[src/rtl/rca_pipe_param.sv]
// Pipelined ripple-carry adder/subtractor, STAGE_BITS-wide slices per stage.
// Operands skew into the pipe and sum bits deskew so each result leaves aligned.
module rca_pipe_param #(
    parameter int WIDTH      = 16,
    parameter int STAGE_BITS = 4
) (
    input  logic             clk,
    input  logic             rst,
    input  logic             in_valid,
    output logic             in_ready,
    input  logic [WIDTH-1:0] a,
    input  logic [WIDTH-1:0] b,
    input  logic             cin,
    input  logic             sub,
    output logic             out_valid,
    input  logic             out_ready,
    output logic [WIDTH-1:0] sum,
    output logic             cout,
    output logic             ovf
);

    localparam int STAGES = WIDTH / STAGE_BITS;
    localparam int LAST   = STAGES - 1;
    localparam int SB     = STAGE_BITS;

    if (STAGE_BITS < 1 || WIDTH % STAGE_BITS != 0) begin : g_bad_cfg
        $error("rca_pipe_param: WIDTH must be a multiple of STAGE_BITS");
    end

    logic             advance;
    logic [WIDTH-1:0] eff_b;
    logic             eff_c;

    assign advance  = !out_valid || out_ready;
    assign in_ready = advance;
    assign eff_b    = b ^ {WIDTH{sub}};
    assign eff_c    = cin ^ sub;

    // Stage k holds the operand bits still to be added (slices k and up),
    // the carry into slice k and the sum bits already produced.
    for (genvar k = 0; k < STAGES; k++) begin : g_stg
        localparam int LO = k * SB;
        localparam int OW = WIDTH - LO;

        logic [OW-1:0]    a_r;
        logic [OW-1:0]    b_r;
        logic             c_r;
        logic             v_r;
        logic [SB-1:0]    sl;
        logic             co;
        logic [LO+SB-1:0] s_nxt;

        assign {co, sl} = {1'b0, a_r[SB-1:0]}
                        + {1'b0, b_r[SB-1:0]}
                        + {{SB{1'b0}}, c_r};

        if (k == 0) begin : g_first
            always_ff @(posedge clk) begin
                if (rst) begin
                    a_r <= '0;
                    b_r <= '0;
                    c_r <= 1'b0;
                    v_r <= 1'b0;
                end else if (advance) begin
                    a_r <= a;
                    b_r <= eff_b;
                    c_r <= eff_c;
                    v_r <= in_valid;
                end
            end
            assign s_nxt = sl;
        end else begin : g_rest
            logic [LO-1:0] s_r;

            always_ff @(posedge clk) begin
                if (rst) begin
                    a_r <= '0;
                    b_r <= '0;
                    c_r <= 1'b0;
                    v_r <= 1'b0;
                    s_r <= '0;
                end else if (advance) begin
                    a_r <= g_stg[k-1].a_r[OW+SB-1:SB];
                    b_r <= g_stg[k-1].b_r[OW+SB-1:SB];
                    c_r <= g_stg[k-1].co;
                    v_r <= g_stg[k-1].v_r;
                    s_r <= g_stg[k-1].s_nxt;
                end
            end
            assign s_nxt = {sl, s_r};
        end
    end

    // Carry into the MSB is recovered from the MSB's own sum bit.
    logic msb_cin;

    assign msb_cin = g_stg[LAST].a_r[SB-1]
                   ^ g_stg[LAST].b_r[SB-1]
                   ^ g_stg[LAST].sl[SB-1];

    always_ff @(posedge clk) begin
        if (rst) begin
            out_valid <= 1'b0;
            sum       <= '0;
            cout      <= 1'b0;
            ovf       <= 1'b0;
        end else if (advance) begin
            out_valid <= g_stg[LAST].v_r;
            sum       <= g_stg[LAST].s_nxt;
            cout      <= g_stg[LAST].co;
            ovf       <= msb_cin ^ g_stg[LAST].co;
        end
    end

endmodule

[config.mk]
export PLATFORM = sky130hd
export DESIGN_NAME = rca_pipe_param
export DESIGN_NICKNAME = d
export VERILOG_FILES = /design/src/rtl/rca_pipe_param.sv
export SDC_FILE = /design/constraint.sdc
export NUM_CORES = 1
export LEC_CHECK = 0
export CAP_MARGIN = 20
export CORE_MARGIN = 3
export CORE_UTILIZATION = 60
export DETAILED_ROUTE_END_ITERATION = 10
export PLACE_DENSITY = 0.84
export SETUP_SLACK_MARGIN = 0.05
export SYNTH_ARGS = -nofsm -noshare
export SYNTH_HDL_FRONTEND = slang
export SYNTH_SLANG_ARGS = --single-unit
[constraint.sdc]
create_clock -name clk -period 2.9 [get_ports clk]
set_clock_uncertainty 0.05 [all_clocks]
set_input_delay 0.29 -clock clk [delete_from_list [all_inputs] [get_ports clk]]
set_output_delay 0.29 -clock clk [all_outputs]
set_load 0.02 [all_outputs]
==> results.json <==
{
  "row_count": 33,
  "yosysSeqAreaShare_pct": 49.0,
  "cts_root_buf": "clkbuf_8",
  "finalHoldViolCount": 0,
  "post-route-cell-area_mm2": 0.00650,
  "crit_path_max_incr_delay_ns": 0.67,
  "dr.pass1.iters": 7,
  "power_frac_seq_pct": 42.7,
  "pin_count": 58,
  "cts_buffers": 17,
  "fin_nets": 707,
  "antenna_found_initial": 0,
  "critical_path_class": "reg -> out",
  "num_vias": 4243,
  "p_switching_w": 0.000975,
  "startpoint": "out_valid",
  "grt_start_max_net_pins": 137,
  "cp_data_arrival_time_ns": 1.81,
  "critical_path_required_ns": 2.56,
  "whs_ns": 0.0787,
  "postCtsResizedCells": 0,
  "fp.dieW_um": 100,
  "ant_nets": 0,
  "slew_headroom_pct": 62.3,
  "switching_share_pct": 21.4,
  "cp_max_fo": 16,
  "leakagePower_nw": 2.52,
  "mostFrequentLayoutCell": "nand2_1",
  "grt_pass1_vias": 4119,
  "end_kind": "output port",
  "clock_latency_ns": 0.51,
  "worst_pin_slew_ns": 0.565,
  "p_int_w": 0.00358,
  "status": "complete, no violations",
  "grtUsageTotal_pct": 23.7,
  "synthCells": 614,
  "place_hpwl_um": 6360,
  "path_cells": "nor2b_4, inv_4, clkdlybuf4s50_1",
  "via_per_inst": 5.53,
  "maxSlewViolCount": 0,
  "place.gp.congestion": 0.772,
  "finalCritPeriodShare_pct": 74.0,
  "drtIter0Drc": 320,
  "fmax_ghz": 0.466,
  "max_cap_viol_count": 0,
  "cts_tree": "done",
  "r2r_start": "g_stg[3].a_r[0]",
  "start_util_pct": 63.5,
  "hold_start": "rst",
  "grt-ovfl-total": 0,
  "critPathLaunchType": "flip-flop",
  "post_drt_wl_per_cell_um": 14.8,
  "drc_errors": 0,
  "path_clk_slew_ns": 0.06,
  "antennaDiodeCount": 0,
  "avgSynthCellArea_um2": 8.71,
  "synth_seq_cells": 131,
  "postCtsHoldBufs": 0,
  "dp_worst_setup_slack_ns": 0.857,
  "drt_wl_total_um": 11300,
  "fin_ws_ns": 0.753,
  "drive_above_1_share_pct": 9.21,
  "core_mm2": 0.00842,
  "syn_area_mm2": 0.00535,
  "tns_ns": 0,
  "synth.distinct_cells": 27,
  "fp.dieH_um": 100,
  "critPathSlowestCell": "clkdlybuf4s50_1",
  "die_area_mm2": 0.0101,
  "numPortBuffers": 57,
  "fin_crit_ns": 2.15,
  "ir_drop_uv": 449,
  "htree_levels": 4,
  "cts_buffer_depth": 2,
  "post_dp_cell_area_mm2": 0.00582,
  "syn-num-nets": 672,
  "power.density_cell_area_mw_per_mm2": 700,
  "power_frac_comb_pct": 6.7,
  "setup_violations": 0,
  "postCtsSetupBuffers": 0,
  "p_clk_share_pct": 50.5,
  "hp-class": "in -> reg",
  "grt_pass1_wl_um": 19100,
  "nFillCells": 552,
  "utilization_pct": 77.2,
  "yosys_warnings": 0,
  "syn2layout_area_growth_pct": 21.5,
  "rsz0062_at_grt": "false",
  "final_cell_mix": "nand2_1 (200), dfxtp_1 (131), a21oi_1 (103)",
  "clkSinkCount": 131
}
-- power groups by stage --
| stage | Sequential (W) | Combinational (W) | Clock (W) |
|---|---|---|---|
| floorplan | 0.00197 | 0.000188 | 0 |
| global placement | 0.00198 | 0.000284 | 0 |
| detailed placement | 0.00198 | 0.000293 | 0 |
| CTS | 0.00194 | 0.000303 | 0.00231 |
| global route | 0.00195 | 0.000340 | 0.00241 |
| finish | 0.00195 | 0.000307 | 0.00230 |
-- critical path: cells and delay by family, from the launching register on --
| kind | cells | cell delay, ns |
|---|---|---|
| simple gates | 1 | 0.14 |
| flops | 1 | 0.31 |
| buf+inv | 2 | 0.83 |
-- synth_stat cells (all sizes together) --
master  instances  area [um2]
xnor2          21         184
o31ai           1        7.51
or4             3        22.5
inv             7        28.8
dfxtp         131        2620
nand2         200         751
a211oi         26         295
a21oi         105         548
xor2            2        17.5
nand3b          4        30.0
nor2           30         113
o21ai           2        10.0
ha             12         150
nor2b           3        26.3
nand3           3        15.0
a21o            6        45.0
fa              8         160
buf            34         246
nand4b          3        26.3
clkbuf         12        45.0
nor3            1        5.00
-- kinds of logic (layout without fill, tap and decap cells) --
family / Yosys count / count (layout) / synth area share [%]
adder cells (fa/ha/maj): 20 / 20 / 5.80
buffers and inverters: 53 / 101 / 5.99
AO/OA/AOI/OAI: 140 / 140 / 16.9
flip-flops: 131 / 131 / 49.0
XOR/XNOR: 23 / 23 / 3.77
AND/OR/NAND/NOR: 247 / 247 / 18.5
-- final timing paths --
| kind | slack (ns) | end | depth (start not counted) |
|---|---|---|---|
| worst max-delay path | 0.75 | in_ready | 3 |
| worst min-delay path | 0.08 | out_valid | 2 |
| worst max register to register | 0.85 | ovf | 6 |
| worst min register to register | 0.40 | sum[11] | 2 |
-- state kept, by name, indices dropped and copies added (netlist names) --
| register | flops |
|---|---|
| g_stg.b_r | 40 |
| g_stg.v_r | 4 |
| g_stg.g_rest.s_r | 24 |
| ovf | 1 |
| out_valid | 1 |
| g_stg.a_r | 40 |
| sum | 16 |
| g_stg.c_r | 4 |
| cout | 1 |
-- layer usage --
metal | track usage (%) | wire [um]
met5 | 0 | 0
met4 | 9.84 | 324
met1 | 28.7 | 4620
met3 | 5.63 | 535
met2 | 40.6 | 5860
-- per-stage QoR --
stage                     power (W)  std cells
after floorplan             0.00216        614
after global placement      0.00226        734
after detailed placement    0.00227        734
after CTS                   0.00456        766
after global routing        0.00471        767
final                       0.00455        767
-- layout make-up --
type | instances | area, um2 | area share (%)
Sequential cell | 131 | 2620 | 40.4
Multi-Input combinational cell | 430 | 2410 | 37.0
Timing Repair Buffer | 62 | 663 | 10.2
Clock buffer | 20 | 445 | 6.85
Clock inverter | 12 | 201 | 3.10
Tap cell | 105 | 131 | 2.02
Inverter | 7 | 28.8 | 0.443
Note: power is estimated with default switching activity, not from simulation.
==> RTL change 1: new RTL, same settings <==
Register the output `ovf` once more, with the module's reset; this adds one clock of latency there. The other outputs are not delayed to match.
--- a/src/rtl/rca_pipe_param.sv
+++ b/src/rtl/rca_pipe_param.sv
@@ -23,4 +23,6 @@
     localparam int LAST   = STAGES - 1;
     localparam int SB     = STAGE_BITS;
+
+    logic ovf_s0;
 
     if (STAGE_BITS < 1 || WIDTH % STAGE_BITS != 0) begin : g_bad_cfg
@@ -104,10 +106,18 @@
             sum       <= '0;
             cout      <= 1'b0;
-            ovf       <= 1'b0;
+            ovf_s0    <= 1'b0;
         end else if (advance) begin
             out_valid <= g_stg[LAST].v_r;
             sum       <= g_stg[LAST].s_nxt;
             cout      <= g_stg[LAST].co;
-            ovf       <= msb_cin ^ g_stg[LAST].co;
+            ovf_s0    <= msb_cin ^ g_stg[LAST].co;
+        end
+    end
+
+    always_ff @(posedge clk) begin
+        if (rst) begin
+            ovf <= '0;
+        end else begin
+            ovf <= ovf_s0;
         end
     end
Behaviour: not the same (a bounded check fails within 10 cycles, from zero or initial values and one cycle with rst high).
==> RTL change 1 against the original RTL <==
  * Design area is 1.1% lower
  * Fmax hardly changed
  * Final cell count is 0.26% higher
  * Worst setup slack worse by 0.63 ps
  * Wire length is 3.9% lower
  * Combinational power is 2% lower
  * Utilization is 1.2 points lower
  * Synthesized area is 0.56% higher
  * Largest cell class unchanged
  * Power is 4.5% lower
  * Largest power group unchanged
  * Sequential cell count is 1 higher
==> RTL change 1: results (changes against the original RTL) <==
Power
The switching fraction of total power is 0.226 (+0.0116). The worst supply voltage drop on vdd is 0.523 mV (+16%). The static leakage is 0.00248 µW (-1.7%).

Worst setup path
The critical path arrival is 1810 ps (about the same). The worst-path maximum fanout is 17 (+1).

Drt
The number of detailed-route iterations in the first pass is 5 (-2). The average vias per placed instance is 5.48 (-0.99%). The violation count after the first detailed-route iteration is 214 (-33%). The DRC violation count after routing is 0 (unchanged). The post-detailed-route wirelength per cell is 14.2 µm (-4.1%).

Synth
The number of different library cells in the post-synthesis netlist is 27 (unchanged). By count the netlist is led by 200 x sky130_fd_sc_hd__nand2_1, 132 x sky130_fd_sc_hd__dfxtp_1, 103 x sky130_fd_sc_hd__a21oi_1. The synthesized net count is 674 (+0.30%). The sequential area share after synthesis is 0.491 (+0.000985). Yosys attributes the largest share of cell area to sky130_fd_sc_hd__dfxtp_1 49%, sky130_fd_sc_hd__nand2_1 14%, sky130_fd_sc_hd__a21oi_1 9.6%.

Final layout
The share of cells above drive strength 1 is 0.0889 (-0.00329). The number of fill cells is 560 (+1.4%). The number of nets in the layout was 709 (+0.28%).

Clock tree
The maximum buffer depth of the clock tree was 2 (unchanged). The register clock-pin slew on the reported worst setup and hold paths is 60 ps (about the same). The count of instances resized after the clock tree is built is 0 (unchanged). CTS placed an instance of sky130_fd_sc_hd__clkbuf_8 at the clock tree root.

The setup fix buffers added after clock tree synthesis is 0 (unchanged).

Global route
The pin count of the biggest net entering global routing is 136 (-0.73%). The via count of the first global-routing pass came to 4222 (+2.5%). The global-route wire length before repair is 18600 µm (-2.5%). The number of antenna violations at the first check in global routing is 0 (unchanged).

The global-route total usage across every layer came to 0.230 (-0.00734).

Place
The half-perimeter wire length after placement came to 6570 µm (+3.4%). The cell area after placement is 0.00585 mm² (+0.37%). The final RePlAce weighted congestion is 0.776 (+0.45%). The pre-CTS worst setup slack is 854 ps (-3.04 ps).

Timing
The remaining max-slew budget at the tightest pin is 0.383 (-0.240).

Status
The flow ran to the end, and the final reports show no timing, DRC or antenna violations.
## RTL change 1: per-stage QoR
stage,utilization,instances
6_report,0.759,769
5_1_grt,0.759,769
4_1_cts,0.759,769
3_5_place_dp,0.691,737
3_3_place_gp,0.691,737
2_1_floorplan,-,616
## RTL change 1: layout make-up
class	count	area (µm²)	area share
flip-flops and latches	132	2640	0.411
multi-input cells	431	2410	0.375
repair buffers	62	631	0.0981
clock buffers	20	425	0.0662
clock inverters	12	156	0.0243
well taps	105	131	0.0204
inverters	7	28.8	0.00448
## RTL change 1: per-layer routing
| layer | global-route usage | share of wire | vias to the layer above |
|---|---|---|---|
| met2 | 0.388 | 0.51 | 117 |
| met4 | 0.117 | 0.035 | 0 |
| met1 | 0.267 | 0.41 | 1970 |
| met3 | 0.0623 | 0.047 | 31 |
| met5 | 0 | 0 | - |
| li1 | - | - | 2094 |
## RTL change 1: power by group through the flow
stage                     Combinational [µW]  Sequential, µW  Clock, µW
final                                    302            1960       2090
after global routing                     336            1970       2180
after CTS                                303            1960       2100
after detailed placement                 295            2000          0
after global placement                   283            1990          0
after floorplan                          189            1990          0
## RTL change 1: logic make-up after synthesis
logic type | synth area share
AO/OA/AOI/OAI | 0.168
flip-flops | 0.491
adder cells (fa/ha/maj) | 0.0577
AND/OR/NAND/NOR | 0.185
buffers and inverters | 0.0602
XOR/XNOR | 0.0375
## RTL change 1: critical path, cell delays in order, from the launching register on
cell	delay [ps]
sky130_fd_sc_hd__dfxtp_1	310
sky130_fd_sc_hd__nor2b_4	140
sky130_fd_sc_hd__inv_4	180
sky130_fd_sc_hd__clkdlybuf4s50_1	660
## RTL change 1: worst paths after layout
path                                       from               end  slack [ps]  cells after the start
worst max register to register  g_stg[3].a_r[0]            ovf_s0         840                      6
worst min-delay path                      a[15]  g_stg[0].a_r[15]         280                      3
worst min register to register          sum[11]           sum[11]         400                      2
worst max-delay path                  out_valid          in_ready         750                      3
==> RTL change 2: new RTL, config.mk and constraints unchanged <==
Made on the original files. Set the parameter `WIDTH` to 12 (it was 16).
--- a/src/rtl/rca_pipe_param.sv
+++ b/src/rtl/rca_pipe_param.sv
@@ -2,5 +2,5 @@
 // Operands skew into the pipe and sum bits deskew so each result leaves aligned.
 module rca_pipe_param #(
-    parameter int WIDTH      = 16,
+    parameter int WIDTH      = 12,
     parameter int STAGE_BITS = 4
 ) (
Interface: changed (resized a, b and sum); port bits go from 58 to 46. The function was not compared with the original's and may differ.
==> RTL change 2 against the original RTL <==
  * Non-clock buffer count shrank 11
  * Critical endpoint is now ovf
  * First-iteration DRC count shrank 51%
  * Final cell count shrank 34%
  * Synthesized area shrank 36%
  * Sequential cell count shrank 50
  * Design area shrank 38%
  * Wire length shrank 42%
  * Worst hold slack gained 290 ps
  * Worst setup slack gained 210 ps
  * Power shrank 51%
  * Register-to-register slack gained 120 ps
  * Sequential power shrank 37%
==> RTL change 2: results (changes against the original RTL) <==
Clock tree
The number of levels the H-tree was split into came to 3 (-1). The clock latency of the later-clocked register in the worst-skew pair came to 360 ps (-150 ps). The register clock-pin slew on the reported worst setup and hold paths is 80 ps (+20 ps). The number of CTS-inserted buffers is 9 (-8).

Worst setup path
The slowest cell on the critical path is sky130_fd_sc_hd__fa_1. In this run the worst setup path begins at g_stg[2].a_r[0]. Grouping stages by cell kind, the critical path spends the most delay in adder cells. The longest individual stage delay on the worst path is 380 ps (-290 ps). The cell count of the worst reg-to-reg path is 7 (+1). The worst-path maximum fanout is 2 (-14). The critical path arrival is 2100 ps (+290 ps). In this run the worst setup path terminates at ovf.

The setup slack of the most critical reg-to-reg path is 970 ps (+120 ps).

Place
The final RePlAce weighted congestion was 0.818 (+5.9%). The half-perimeter wire length after placement is 4510 µm (-29%). The pre-CTS worst setup slack came to 923 ps (+66.5 ps). The number of instances in the placed design is 487 (-34%).

The number of port buffers is 45 (-21%).

Global route
The pin count of the biggest net entering global routing is 67 (-51%). The global-route wire length before repair is 11300 µm (-41%). The via count of the first global-routing pass is 2571 (-38%). The global-route total usage across every layer came to 0.225 (-0.0123).

Final layout
The largest registers in the layout are g_stg.a_r: 24 flops, g_stg.b_r: 24 flops. The number of nets in the layout is 473 (-33%). The share of cells above drive strength 1 was 0.0878 (-0.00439).

Synth
After synthesis, the cell types taking the most area are sky130_fd_sc_hd__dfxtp_1 47%, sky130_fd_sc_hd__nand2_1 12%, sky130_fd_sc_hd__a21oi_1 8.9%. The number of warning messages in the yosys log was 0 (unchanged). The synthesized net count is 440 (-35%). The number of different library cells in the post-synthesis netlist was 28 (+3.7%). After synthesis, the most frequently instantiated cells are 112 x sky130_fd_sc_hd__nand2_1, 81 x sky130_fd_sc_hd__dfxtp_1, 61 x sky130_fd_sc_hd__a21oi_1. The sequential area share after synthesis came to 0.474 (-0.0163).

The average cell area after synthesis is 8.66 µm² (-0.59%).

Power
The static leakage was 0.00157 µW (-38%). The worst supply voltage drop on vdd was 0.474 mV (+5.6%).

Drt
The average vias per placed instance came to 5.22 (-5.6%). The number of detailed-route iterations in the first pass was 4 (-3). The post-detailed-route wirelength per cell is 13.1 µm (-11%). The post-detailed-routing wire length is 6600 µm (-42%). The violation count after the first detailed-route iteration is 156 (-51%).

Timing
The shortest clock period the worst path allows after layout came to 1930 ps (-215 ps). The remaining max-slew budget at the tightest pin was 0.478 (-0.145).

Status
The run finished with clean final reports.
[RTL change 2: worst min-delay path by stage]
| stage | startpoint | to | slack [ps] | cells after the start |
|---|---|---|---|---|
| after global routing | rst | g_stg[1].b_r[4] | 380 | 2 |
| after CTS | rst | g_stg[1].b_r[4] | 360 | 2 |
| after global placement | sum[6] | sum[6] | 390 | 2 |
| final | rst | g_stg[1].b_r[6] | 370 | 2 |
| after detailed placement | sum[7] | sum[7] | 390 | 2 |
| after floorplan | a[0] | g_stg[0].a_r[0] | 380 | 2 |
[RTL change 2: metal layers]
layer	share of wire	wire [µm]	track usage
met5	0	0	0
met4	0.032	213	0.103
met3	0.040	267	0.0735
met2	0.51	3380	0.379
met1	0.42	2750	0.259
[RTL change 2: worst register-to-register path: stages (launching register included)]
cell	delay (ps)
sky130_fd_sc_hd__dfxtp_1	370
sky130_fd_sc_hd__fa_1	220
sky130_fd_sc_hd__inv_1	60
sky130_fd_sc_hd__fa_1	380
sky130_fd_sc_hd__nand2b_1	190
sky130_fd_sc_hd__a21oi_1	230
sky130_fd_sc_hd__xor2_1	210
sky130_fd_sc_hd__a211oi_2	90
[RTL change 2: layout make-up]
class                   instances  area, µm²
multi-input cells             274       1590
fillers                       383       1280
clock inverters                 1       8.76
repair buffers                 51        503
inverters                      11       41.3
well taps                      70       87.6
flip-flops and latches         81       1620
clock buffers                  15        176
[RTL change 2: logic make-up after synthesis]
family	share of synthesized area
adders and majority gates	0.0680
buffers and inverters	0.0625
DFF	0.474
AOI/OAI and AO/OA	0.168
xor gates and xnor gates	0.0410
and+or+nand+nor	0.187
[RTL change 2: report_power, final]
part           switching (µW)  internal, µW  leakage, µW  total [µW]
Sequential               37.9          1180     0.000666        1220
Clock                     377           384    0.0000939         761
Combinational             118           125     0.000806         243
Total                     533          1690      0.00157        2220
[RTL change 2: per-stage QoR]
stage / total power, µW / cell area [µm²]
global route: 2320 / 4020
floorplan: 1390 / 3420
CTS: 2240 / 4020
detailed placement: 1490 / 3840
finish: 2220 / 4020
global placement: 1470 / 3840
